[src/rtl/owl_frame_pkg.sv]
// Shared types and constants for the one-wire-line frame controller.
// TX state encoding, FIFO entry layout and frame-check constants.
package owl_frame_pkg;

  typedef enum logic [1:0] {
    T_IDLE  = 2'd0,
    T_SEND  = 2'd1,
    T_CSUM  = 2'd2,
    T_DRAIN = 2'd3
  } tx_state_e;

  typedef struct packed {
    logic       last;
    logic [7:0] data;
  } owl_entry_t;

  localparam logic [7:0] CSUM_INIT = 8'h00;
  localparam logic [1:0] MIN_FRAME = 2'd2;

endpackage

[src/rtl/owl_sync_fifo.sv]
// Single-clock show-ahead FIFO with registered full/empty flags.
// Pointers carry one extra wrap bit to tell full from empty.
module owl_sync_fifo #(
  parameter int W  = 9,
  parameter int AW = 4
) (
  input  logic         clk,
  input  logic         rst,
  input  logic         push,
  input  logic [W-1:0] wdata,
  input  logic         pop,
  output logic [W-1:0] rdata,
  output logic         full,
  output logic         empty
);

  localparam int unsigned DEPTH = 1 << AW;
  localparam logic [AW:0] PTR_ONE = 1;

  logic [W-1:0] mem [DEPTH];
  logic [AW:0]  wr_ptr_q, wr_ptr_d;
  logic [AW:0]  rd_ptr_q, rd_ptr_d;
  logic         full_q, full_d;
  logic         empty_q, empty_d;
  logic         do_push, do_pop;

  // NOTE: every signal gets a default at the top of always_comb so no path leaves it unassigned (no latch).
  always_comb begin
    do_push  = push & ~full_q;
    do_pop   = pop & ~empty_q;
    wr_ptr_d = wr_ptr_q;
    rd_ptr_d = rd_ptr_q;
    if (do_push) wr_ptr_d = wr_ptr_q + PTR_ONE;
    if (do_pop)  rd_ptr_d = rd_ptr_q + PTR_ONE;
    empty_d = (wr_ptr_d == rd_ptr_d);
    full_d  = (wr_ptr_d[AW] != rd_ptr_d[AW]) &&
              (wr_ptr_d[AW-1:0] == rd_ptr_d[AW-1:0]);
  end

  // NOTE: sequential state uses non-blocking assignments so all flops update together at the edge.
  always_ff @(posedge clk or negedge rst) begin
    if (!rst) begin
      wr_ptr_q <= '0;
      rd_ptr_q <= '0;
      full_q   <= 1'b0;
      empty_q  <= 1'b1;
    end else begin
      wr_ptr_q <= wr_ptr_d;
      rd_ptr_q <= rd_ptr_d;
      full_q   <= full_d;
      empty_q  <= empty_d;
    end
  end

  // NOTE: storage is not reset; the pointers alone define which entries are valid.
  always_ff @(posedge clk) begin
    if (do_push) mem[wr_ptr_q[AW-1:0]] <= wdata;
  end

  assign rdata = mem[rd_ptr_q[AW-1:0]];
  assign full  = full_q;
  assign empty = empty_q;

endmodule

[src/rtl/owl_frame_ctrl.sv]
// Frame controller above the one-wire-line byte transceiver: frames host bytes
// with an XOR checksum on TX, and collects received frames with status on RX.
module owl_frame_ctrl
  import owl_frame_pkg::*;
#(
  parameter int AW = 4
) (
  input  logic       rst,
  input  logic       clk,
  input  logic       tx_valid,
  input  logic [7:0] tx_data,
  input  logic       tx_last,
  output logic       tx_ready,
  output logic       rx_valid,
  output logic [7:0] rx_data,
  output logic       rx_last,
  input  logic       rx_ready,
  output logic       rx_done,
  output logic       rx_err,
  output logic       tx_busy,
  output logic       owl_wctrl,
  output logic [7:0] owl_wdata,
  input  logic       owl_wflag,
  input  logic       owl_oe,
  output logic       owl_rctrl,
  input  logic [7:0] owl_rdata,
  input  logic       owl_rflag,
  input  logic       owl_rxsof,
  input  logic       owl_rxeof,
  output logic       owl_rx_en
);

  localparam int unsigned DEPTH   = 1 << AW;
  localparam logic [AW:0] FRM_MAX = DEPTH[AW:0];
  localparam logic [AW:0] FRM_ONE = 1;

  // TX FIFO
  logic       tx_push, tx_pop, tx_full, tx_empty;
  logic [8:0] tx_rdata;
  owl_entry_t tx_head, tx_wentry;

  assign tx_push   = tx_valid & tx_ready;
  assign tx_wentry = '{last: tx_last, data: tx_data};
  assign tx_head   = owl_entry_t'(tx_rdata);

  owl_sync_fifo #(.W(9), .AW(AW)) u_tx_fifo (
    .clk   (clk),
    .rst   (rst),
    .push  (tx_push),
    .wdata (tx_wentry),
    .pop   (tx_pop),
    .rdata (tx_rdata),
    .full  (tx_full),
    .empty (tx_empty)
  );

  // RX FIFO
  logic       rx_push, rx_pop, rx_full, rx_empty;
  logic [8:0] rx_rdata;
  owl_entry_t rx_head, rx_wentry;

  assign rx_pop  = rx_valid & rx_ready;
  assign rx_head = owl_entry_t'(rx_rdata);

  owl_sync_fifo #(.W(9), .AW(AW)) u_rx_fifo (
    .clk   (clk),
    .rst   (rst),
    .push  (rx_push),
    .wdata (rx_wentry),
    .pop   (rx_pop),
    .rdata (rx_rdata),
    .full  (rx_full),
    .empty (rx_empty)
  );

  // TX state
  tx_state_e   tx_state_q, tx_state_d;
  logic [AW:0] frm_cnt_q, frm_cnt_d;
  logic [7:0]  csum_q, csum_d;
  logic        gap_q, oe_seen_q, oe_seen_d;
  logic        wr_ok, frm_inc, frm_dec;

  // Whole frames waiting in the TX FIFO; transmission never starts on a partial frame.
  always_comb begin
    frm_inc   = tx_push & tx_last;
    frm_dec   = tx_pop & tx_head.last;
    frm_cnt_d = frm_cnt_q;
    if (frm_inc && !frm_dec && frm_cnt_q != FRM_MAX)
      frm_cnt_d = frm_cnt_q + FRM_ONE;
    else if (frm_dec && !frm_inc && frm_cnt_q != '0)
      frm_cnt_d = frm_cnt_q - FRM_ONE;
  end

  // gap covers the cycle before owl_wflag can reflect the previous strobe.
  always_comb begin
    tx_state_d = tx_state_q;
    csum_d     = csum_q;
    oe_seen_d  = oe_seen_q;
    tx_pop     = 1'b0;
    owl_wctrl  = 1'b0;
    owl_wdata  = 8'h00;
    wr_ok      = ~owl_wflag & ~gap_q;
    case (tx_state_q)
      T_IDLE: begin
        if (frm_cnt_q != '0) begin
          tx_state_d = T_SEND;
          csum_d     = CSUM_INIT;
        end
      end
      T_SEND: begin
        if (wr_ok && !tx_empty) begin
          tx_pop    = 1'b1;
          owl_wctrl = 1'b1;
          owl_wdata = tx_head.data;
          csum_d    = csum_q ^ tx_head.data;
          if (tx_head.last) tx_state_d = T_CSUM;
        end
      end
      T_CSUM: begin
        if (wr_ok) begin
          owl_wctrl  = 1'b1;
          owl_wdata  = csum_q;
          oe_seen_d  = 1'b0;
          tx_state_d = T_DRAIN;
        end
      end
      T_DRAIN: begin
        if (owl_oe) begin
          oe_seen_d = 1'b1;
        end else if (oe_seen_q) begin
          oe_seen_d  = 1'b0;
          tx_state_d = T_IDLE;
        end
      end
      default: tx_state_d = T_IDLE;
    endcase
  end

  always_ff @(posedge clk or negedge rst) begin
    if (!rst) begin
      tx_state_q <= T_IDLE;
      frm_cnt_q  <= '0;
      csum_q     <= CSUM_INIT;
      gap_q      <= 1'b0;
      oe_seen_q  <= 1'b0;
    end else begin
      tx_state_q <= tx_state_d;
      frm_cnt_q  <= frm_cnt_d;
      csum_q     <= csum_d;
      gap_q      <= owl_wctrl;
      oe_seen_q  <= oe_seen_d;
    end
  end

  assign tx_ready  = ~tx_full;
  assign tx_busy   = (tx_state_q != T_IDLE);
  assign owl_rx_en = (tx_state_q == T_IDLE) && (frm_cnt_q == '0);

  // RX collector: the newest byte is held back in pend so it can be tagged last at eof.
  logic [7:0] racc_q, racc_d, pend_q, pend_d;
  logic       pend_v_q, pend_v_d, ovf_q, ovf_d;
  logic [1:0] nbytes_q, nbytes_d;
  logic       close_q, close_d, rgap_q, rd_ok;
  logic       rx_done_q, done_d, rx_err_q, err_d;

  always_comb begin
    racc_d    = racc_q;
    pend_d    = pend_q;
    pend_v_d  = pend_v_q;
    ovf_d     = ovf_q;
    nbytes_d  = nbytes_q;
    close_d   = 1'b0;
    done_d    = 1'b0;
    rx_push   = 1'b0;
    rx_wentry = '0;
    owl_rctrl = 1'b0;
    rd_ok     = owl_rflag & ~rgap_q;

    // Deferred close when eof coincided with a byte that already used the push slot.
    if (close_q) begin
      rx_push   = 1'b1;
      rx_wentry = '{last: 1'b1, data: pend_q};
      pend_v_d  = 1'b0;
      done_d    = 1'b1;
    end
    if (owl_rxsof) begin
      racc_d   = CSUM_INIT;
      pend_v_d = 1'b0;
      ovf_d    = 1'b0;
      nbytes_d = 2'd0;
    end
    if (rd_ok) begin
      owl_rctrl = 1'b1;
      racc_d    = racc_d ^ owl_rdata;
      if (nbytes_d != 2'd3) nbytes_d = nbytes_d + 2'd1;
      if (pend_v_d) begin
        rx_push   = 1'b1;
        rx_wentry = '{last: 1'b0, data: pend_d};
      end
      pend_d   = owl_rdata;
      pend_v_d = 1'b1;
    end
    if (owl_rxeof) begin
      if (rx_push) begin
        close_d = 1'b1;
      end else begin
        if (pend_v_d) begin
          rx_push   = 1'b1;
          rx_wentry = '{last: 1'b1, data: pend_d};
          pend_v_d  = 1'b0;
        end
        done_d = 1'b1;
      end
    end
    if (rx_push && rx_full) ovf_d = 1'b1;
    err_d = done_d & ((racc_d != CSUM_INIT) | ovf_d | (nbytes_d < MIN_FRAME));
  end

  always_ff @(posedge clk or negedge rst) begin
    if (!rst) begin
      racc_q    <= CSUM_INIT;
      pend_q    <= 8'h00;
      pend_v_q  <= 1'b0;
      ovf_q     <= 1'b0;
      nbytes_q  <= 2'd0;
      close_q   <= 1'b0;
      rgap_q    <= 1'b0;
      rx_done_q <= 1'b0;
      rx_err_q  <= 1'b0;
    end else begin
      racc_q    <= racc_d;
      pend_q    <= pend_d;
      pend_v_q  <= pend_v_d;
      ovf_q     <= ovf_d;
      nbytes_q  <= nbytes_d;
      close_q   <= close_d;
      rgap_q    <= owl_rctrl;
      rx_done_q <= done_d;
      rx_err_q  <= err_d;
    end
  end

  assign rx_valid = ~rx_empty;
  assign rx_data  = rx_valid ? rx_head.data : 8'h00;
  assign rx_last  = rx_valid & rx_head.last;
  assign rx_done  = rx_done_q;
  assign rx_err   = rx_err_q;

endmodule

[config.mk]
export PLATFORM = sky130hd
export DESIGN_NAME = owl_frame_ctrl
export DESIGN_NICKNAME = d
export VERILOG_FILES = /design/src/rtl/owl_frame_pkg.sv /design/src/rtl/owl_sync_fifo.sv /design/src/rtl/owl_frame_ctrl.sv
export SDC_FILE = /design/constraint.sdc
export NUM_CORES = 1
export LEC_CHECK = 0
export BUFFER_PORTS_ARGS = -buffer_cell sky130_fd_sc_hd__clkbuf_2
export CAP_MARGIN = 10
export CORE_ASPECT_RATIO = 2
export CORE_UTILIZATION = 62
export CTS_CLUSTER_SIZE = 12
export DETAILED_ROUTE_END_ITERATION = 10
export PLACE_DENSITY = 0.8
export SYNTH_ARGS = -nofsm -noshare
export SYNTH_HDL_FRONTEND = slang
export SYNTH_HIERARCHICAL = 1
export SYNTH_SLANG_ARGS = --single-unit
[constraint.sdc]
create_clock -name clk -period 3.7 [get_ports clk]
set_input_delay 0.555 -clock clk [delete_from_list [all_inputs] [get_ports clk]]
set_output_delay 0.555 -clock clk [all_outputs]
set_load 0.02 [all_outputs]
**After elaboration in Yosys (flattened, before gate mapping)**

Memories as Yosys holds them, arrays and structs flattened.
Cells that the tools add are included.

- Bits in writable memories: 288
- Register bits: 65
- Output and inout bits: 25
- Logic and storage cells: 156
- Memories: 2
- Bits of input ports: 26

- $add $sub $neg: 7
- Mux-type cells: 61
- Bitwise operators: 23
- Reductions and logical operators: 23
- Eq/ne operators: 17
- Magnitude comparators: 1

Memory list:

| name | depth | width | read ports | clocked after memory_dff | wr ports | line | source |
|---|---|---|---|---|---|---|---|
| u_rx_fifo.mem | 16 | 9 | 1 | 0 | 1 | owl_sync_fifo.sv:20 | `logic [W-1:0] mem [DEPTH];` |
| u_tx_fifo.mem | 16 | 9 | 1 | 0 | 1 | owl_sync_fifo.sv:20 |  |

Operators by type and width:

| kind | count |
|---|---|
| 8-bit 2-to-1 mux | 8 |
| 9-bit 2-to-1 mux | 6 |
| 8-bit one-hot mux with 2 select lines | 2 |
| 5-bit 2-to-1 mux | 6 |
| 1-bit 2-to-1 mux | 27 |
| 5-bit by 1-bit adder with 5-bit output, second input constant | 5 |
| 2-bit 2-to-1 mux | 9 |
| 8-bit bitwise XOR | 2 |
| 2-bit inequality test, second input constant | 7 |
| 1-bit AND | 12 |
| 5-bit == test | 2 |
| 1-bit logical AND | 9 |
| 4-bit == test | 2 |
| 2-bit one-hot mux with 4 select lines | 1 |
| 2-bit nonzero test | 4 |
| 8-bit nonzero test | 1 |
| 1-bit inverter | 7 |
| 6-bit AND reduction | 1 |
| 5-bit logical NOT | 1 |
| 5-bit inequality test, second input constant | 1 |
| 5-bit nonzero test | 1 |
| 5-bit by 1-bit subtractor with 5-bit output, second input constant | 1 |
| 2-bit == test, second input constant | 2 |
| 1-bit one-hot mux with 2 select lines | 2 |
| 9 further kinds | 13 |

**Depth between registers and ports, before layout**

Gate-level depths: netlist (run 1).

- Word-level depth: 11
- Depth in mapped cells: 13
- Gate-level depth less buffers: 11

**Cells and area by module**

Netlist (run 1), hierarchy kept.

Modules (own cells, without submodules):

| module | sequential area each (µm²) | times used | area an instance (µm²) | cells an instance |
|---|---|---|---|---|
| owl_sync_fifo (u_rx_fifo) | 4625.7 | 1 | 6093.3 | 292 |
| owl_sync_fifo (u_tx_fifo) | 4625.7 | 1 | 6089.6 | 294 |
| owl_frame_ctrl | 1026.0 | 1 | 2381.0 | 258 |

**Worst setup path before layout (run 1)**

No wires, ideal clock.

- Path type: reg2reg
- From: register u_tx_fifo.rd_ptr_q[0]
- To: register frm_cnt_q[4]
- Clock period less this slack: 3210 ps
- Library setup time: 138 ps
- Data arrival time: 3072 ps
- Stages on the path, launching flop included: 12
- Path slack: 490 ps
- Path buffers: 2
- Data required time: 3562 ps
- Path through: dfrtp_1 > buf_2 > buf_4 > mux4_2 > a22oi_1 > nand2_1 > nand2_2 > nand2_1 > ha_1 > a21o_1 > a21oi_1 > mux4_2

RTL lines:

| item | line | source |
|---|---|---|
| from (decl) | owl_sync_fifo.sv:22 | `logic [AW:0] rd_ptr_q, rd_ptr_d;` |
| from (signal assigned) | owl_sync_fifo.sv:49 | `rd_ptr_q <= rd_ptr_d;` |
| to (signal assigned) | owl_frame_ctrl.sv:148 | `frm_cnt_q <= frm_cnt_d;` |
| to (decl) | owl_frame_ctrl.sv:78 | `logic [AW:0] frm_cnt_q, frm_cnt_d;` |

==> results of run 1 <==
layer usage:
layer,share of wire (%),track usage [%]
met4,5.6,15.22
met1,33,26.38
met5,0,0
met3,3.0,3.102
met2,59,50.00
area by class of cell:
| type | count | area share, % |
|---|---|---|
| clock buffer | 61 | 6.142 |
| clock inverter | 3 | 0.3365 |
| tap | 283 | 2.165 |
| antenna | 1 | 0.01530 |
| timing repair buffer | 90 | 3.442 |
| sequential | 353 | 62.84 |
| multi-input combinational | 434 | 24.58 |
| inverter | 21 | 0.4819 |
placed cells by master (no fill, tap or decap), types with 7 or more instances in the layout:
master | Yosys | layout
edfxtp_1 | 288 | 288
mux4_2 | 73 | 73
nand2_1 | 61 | 61
dfrtp_1 | 63 | 61
clkbuf_2 | 2 | 49
a22oi_1 | 44 | 44
nor2_1 | 39 | 39
buf_4 | 6 | 39
clkbuf_16 | 0 | 36
nor2b_1 | 35 | 35
xnor2_1 | 25 | 25
clkbuf_1 | 12 | 24
inv_1 | 20 | 20
a21oi_1 | 19 | 19
ha_1 | 18 | 18
o21ai_0 | 17 | 17
nor3_1 | 13 | 13
xor2_1 | 13 | 13
a21o_1 | 10 | 10
nand3b_1 | 8 | 8
nand2b_1 | 7 | 7
stage by stage:
stage / hold WS, ps / instance area, µm² / total power [mW]
2_1_floorplan: 259.4 / 14560 / 8.339
3_3_place_gp: 455.2 / 15300 / 9.426
3_5_place_dp: 466.0 / 15300 / 9.532
4_1_cts: 38.03 / 16360 / 12.85
5_1_grt: 66.18 / 16360 / 13.36
6_report: 47.62 / 16360 / 12.74
worst paths after layout:
path,depth (start not counted),to
max in group asynchronous,2,u_rx_fifo/rd_ptr_q[0]$_DFF_PN0_
hold / removal,1,u_tx_fifo/wr_ptr_q[4]$_DFF_PN0_
hold reg to reg,1,u_tx_fifo/rd_ptr_q[4]$_DFF_PN0_
min in group clk,2,pend_v_q$_DFF_PN0_
setup / recovery,6,rx_data[0]
setup reg to reg,9,frm_cnt_q[4]$_DFFE_PN0P_
sequential cells by signal, summed over array words and instances, names as in the netlist, 2 cells and up:
signal,count
u_tx_fifo/rd_ptr_q,5
u_tx_fifo/mem,144
u_tx_fifo/wr_ptr_q,5
u_rx_fifo/rd_ptr_q,5
pend_q,8
frm_cnt_q,5
u_rx_fifo/mem,144
tx_state_q,2
csum_q,8
nbytes_q,2
u_rx_fifo/wr_ptr_q,5
racc_q,8
power breakdown:
group	switching (mW)	leakage [nW]	internal, mW	total (mW)
clock network	1.39	0.505	1.92	3.30
registers	0.413	3.44	4.85	5.26
logic	2.33	1.95	1.84	4.17
total	4.13	5.89	8.61	12.7
kinds of logic (layout without fill, tap and decap cells):
group / Yosys count / count (layout) / synth area share, %
DFF: 353 / 353 / 70.57
and+or+nand+nor: 193 / 193 / 6.916
muxes: 82 / 82 / 12.02
buffers and inverters: 57 / 175 / 1.830
xor gates and xnor gates: 38 / 38 / 2.285
other: 0 / 1 / 0
adders and majority gates: 19 / 19 / 1.684
AOI/OAI and AO/OA: 102 / 102 / 4.699
==> results.toml, run 1 <==
[clocking]
cts_tree = "built"
cts.repair.resized = 0
postCtsSetupBuffers = 0
htreeDepth = 2
cts_hold_buf = 0
cts_buffers = 35
clk_pin_slew_ps = 60
cts_sinks = 353
clock-root-buffer = "clkbuf_16"
clk_path_buf_depth = 3
clk_latency_ps = 510

[cells_and_area]
drive_gt1_share_pct = 23.49
ff_latch_area_um2 = 10280
fin_util_pct = 70.72
n_fill_cell = 1497
area_growth_pct = 12.32
nets = 980
stdcell_count = 1246
multi_input_area_um2 = 4020

[routing]
ant_nets = 0
wire_per_inst_um = 23.72
remaining_drc_errors = 0
first_iter_violations = 372
wl_um = 29560
routed_via_density = 6.137
via_count = 7647
firstDrtPassIters = 5

[placed_design]
io_buffers = 50
pre_cts_ws_ps = 683.2
dpl.hpwl_um = 20800
gp_congestion = 0.8183
dp.cells = 1181

[critical_path]
required_ps = 3140
slowest_stage = "dfrtp_2"
cpPeakStageDelay_ps = 740
crit_start = "u_rx_fifo/rd_ptr_q[0]$_DFF_PN0_"
r2r_slack_ps = 670
cp_max_fo = 19
cp.arrival_ps = 2850
start_kind = "flop"
crit_family = "flip-flops"
cp_num_buf_inv = 2
critical_path.cell_chain = "buf_12 -> mux4_2 -> a22oi_1 -> nand2_1 -> nor2b_1 -> clkbuf_2"
reg2reg_from = "u_tx_fifo/rd_ptr_q[0]$_DFF_PN0_"
crit_path_end_kind = "primary output"
critical_path_class = "flop to primary output"

[die]
rows = 79
start_util_pct = 62.97
die_area_um2 = 24140
die_h_um = 218.8
ioPinCount = 51
dieWidth_um = 110.4
core_area_um2 = 23130

[power]
vdd_ir_drop_max_mv = 0.7808
powerDensity_nw_per_um2 = 778.7
p_leak_nw = 5.886

[yosys]
netlist_top_cells_area = "edfxtp_1 (59%), mux4_2 (11%), dfrtp_1 (11%), a22oi_1 (2.3%), nand2_1 (1.6%)"
netlist_area_um2 = 14560
synth_fp_nets = 889
yosysMostFrequentCell = "edfxtp_1"
postSynthAreaPerCell_um2 = 17.26
async_flop_share_pct = 18.41
yosys.area.top_type = "edfxtp_1"
synth_edf_count = 288
synth.distinct_cells = 54
synthTopCellsByCount = "edfxtp_1 (288), mux4_2 (73), dfrtp_1 (63)"
netlist_instances = 844
ys_ff_latch = 353
yosys_warnings = 6
ys_seq_area_share_pct = 70.57
yosysTopAreaCellShare_pct = 59.38
synth_flop_cell = "edfxtp_1"

[worst_hold_path]
min_path_type = "input port to asynchronous set/reset pin"

[sta]
fin_setup_tns_ps = 0
fin_ws_ps = 294.3
finClkSkew_ps = 12.11
hold_viol = 0
slew_headroom_pct = 26.86
min_period_ps = 3406
grt_setup_unrepaired = "false"
finalSetupViolations = 0
fmax_ghz = 0.2936
slew_viol_final = 0
worst_pin_slew_ps = 1093
period_share_pct = 92.05

[global_route]
grt_max_degree = 43
grt_pass1_vias = 8252
antenna_found_initial = 1
grt_pass1_wl_um = 45390
grtUsageTotal_pct = 26.30
grt-ovfl-total = 0

[outcome]
status = "complete, no violations"

[job]
cap_violations = 0
Note: power is estimated with default switching activity, not from simulation.
==> run 2: changes to the inputs <==
- CORE_UTILIZATION: 62 -> 33
- PLACE_DENSITY: 0.8 -> 0.48
- RECOVER_POWER: default -> 25
- SKIP_LAST_GASP: default -> 1
==> run 2 against run 1 <==
The run now ends with max-capacitance violations, max-slew violations left. Highest routed layer unchanged. Via count decreased by 2.1%. Critical path depth up 1. Maximum frequency is 1.2% lower. Global-route usage decreased by 10 points. Cell count grew 22%. Clock skew is 11 ps higher. Count of clock-buffer cells in the layout up 2. Critical path type unchanged. Wire length grew 16%.
==> results.toml, run 2 (synthesis gave the netlist of run 1 again) <==
[clocking]
cts_tree = "built"
htreeDepth = 2
clock-root-buffer = "clkbuf_16"
cts_hold_buf = 0
clk_path_buf_depth = 3
cts_sinks = 353
clk_latency_ps = 530
cts.repair.resized = 1
cts_buffers = 36
clk_pin_slew_ps = 60
postCtsSetupBuffers = 0

[global_route]
antenna_found_initial = 0
grtUsageTotal_pct = 15.94
grt_max_degree = 66
grt_pass1_wl_um = 51330
grt_pass1_vias = 8212
grt-ovfl-total = 0

[critical_path]
cpPeakStageDelay_ps = 570
cp.arrival_ps = 2890
required_ps = 3140
start_kind = "flop"
crit_path_end_kind = "primary output"
crit_family = "buffers and inverters"
cp_num_buf_inv = 2
slowest_stage = "mux4_2"
cp_max_fo = 32
critical_path.cell_chain = "buf_6 -> mux4_2 -> a22oi_1 -> nand2_1 -> a22oi_1 -> nor2b_1 -> clkbuf_2"
path_common_cell = "a22oi_1"
critical_path_class = "flop to primary output"

[sta]
slew_viol_final = 66
fin_setup_tns_ps = 0
min_period_ps = 3445
slew_headroom_pct = -27.24
fmax_ghz = 0.2902
finalSetupViolations = 0
grt_setup_unrepaired = "false"
period_share_pct = 93.12
worst_pin_slew_ps = 1909
hold_viol = 0
finClkSkew_ps = 22.79
fin_ws_ps = 254.6

[die]
ioPinCount = 51
core_area_um2 = 43510
rows = 108
dieWidth_um = 150.6
die_h_um = 299.1
die_area_um2 = 45030
start_util_pct = 33.47

[cells_and_area]
final_common_cell = "edfxtp_1"
nets = 988
drive_gt1_share_pct = 23.30
layout_common_cells = "edfxtp_1 (288), mux4_2 (73), nand2_1 (61), dfrtp_1 (61)"
antenna_cells = 0
design_area_um2 = 16780
area_growth_pct = 15.23

[placed_design]
dpl_cell_area_um2 = 15700
gp_congestion = 0.7542
io_buffers = 50
pre_cts_ws_ps = 481.0
dpl.hpwl_um = 24740

[routing]
first_iter_violations = 306
via_count = 7486
remaining_drc_errors = 0
firstDrtPassIters = 4
routed_via_density = 4.925
ant_nets = 0
wire_per_inst_um = 22.50
wl_um = 34190

[job]
cap_violations = 1

[outcome]
status = "finished with violations"
violations = "max-capacitance violations, max-slew violations"

[power]
vdd_ir_drop_max_mv = 0.6186
p_leak_nw = 5.924
powerDensity_nw_per_um2 = 773.5

[worst_hold_path]
min_path_type = "input port to flop"
-- run 2: routing by layer --
metal  vias to the layer above  part of all wire [%]  GRT usage (%)
li1                       3465                     -              -
met1                      3827                    31          14.10
met2                       132                    63          34.04
met3                        62                   2.3          1.918
met4                         0                   3.4          6.229
met5                         -                     0              0
-- run 2: report_power, final --
group | internal (mW) | switching (mW)
sequential | 4.85 | 0.412
combinational | 1.84 | 2.42
clock | 1.97 | 1.49
total | 8.66 | 4.32
-- run 2: layout make-up --
type	instances	area [µm²]
Clock buffer	63	1075
Clock inverter	2	20.02
Fill cell	4070	26730
Inverter	21	78.83
Multi-Input combinational cell	434	4020
Sequential cell	353	10280
Tap cell	550	688.2
Timing Repair Buffer	97	620.6
-- run 2: final timing paths --
path	slack, ps	end	depth (start not counted)	from
max	250	owl_wdata[4]	7	u_tx_fifo/rd_ptr_q[0]$_DFF_PN0_
min	310	pend_v_q$_DFF_PN0_	2	owl_rxeof
max reg2reg	530	frm_cnt_q[4]$_DFFE_PN0P_	9	u_tx_fifo/rd_ptr_q[3]$_DFF_PN0_
min reg2reg	470	u_rx_fifo/wr_ptr_q[4]$_DFF_PN0_	1	u_rx_fifo/wr_ptr_q[4]$_DFF_PN0_
max in group asynchronous	1870	u_rx_fifo/rd_ptr_q[0]$_DFF_PN0_	1	rst
min in group asynchronous	560	u_tx_fifo/wr_ptr_q[0]$_DFF_PN0_	1	rst
-- run 2: per-stage QoR --
step / power (mW) / hold slack [ps] / utilization (%) / cells
final: 12.98 / 312.9 / 38.57 / 1520
after global routing: 13.69 / 294.6 / 38.57 / 1520
after CTS: 13.26 / 214.0 / 38.60 / 1520
after detailed placement: 9.751 / 466.8 / 36.08 / 1455
after global placement: 9.724 / 455.4 / 36.08 / 1455
after floorplan: 8.339 / 259.4 / - / 844
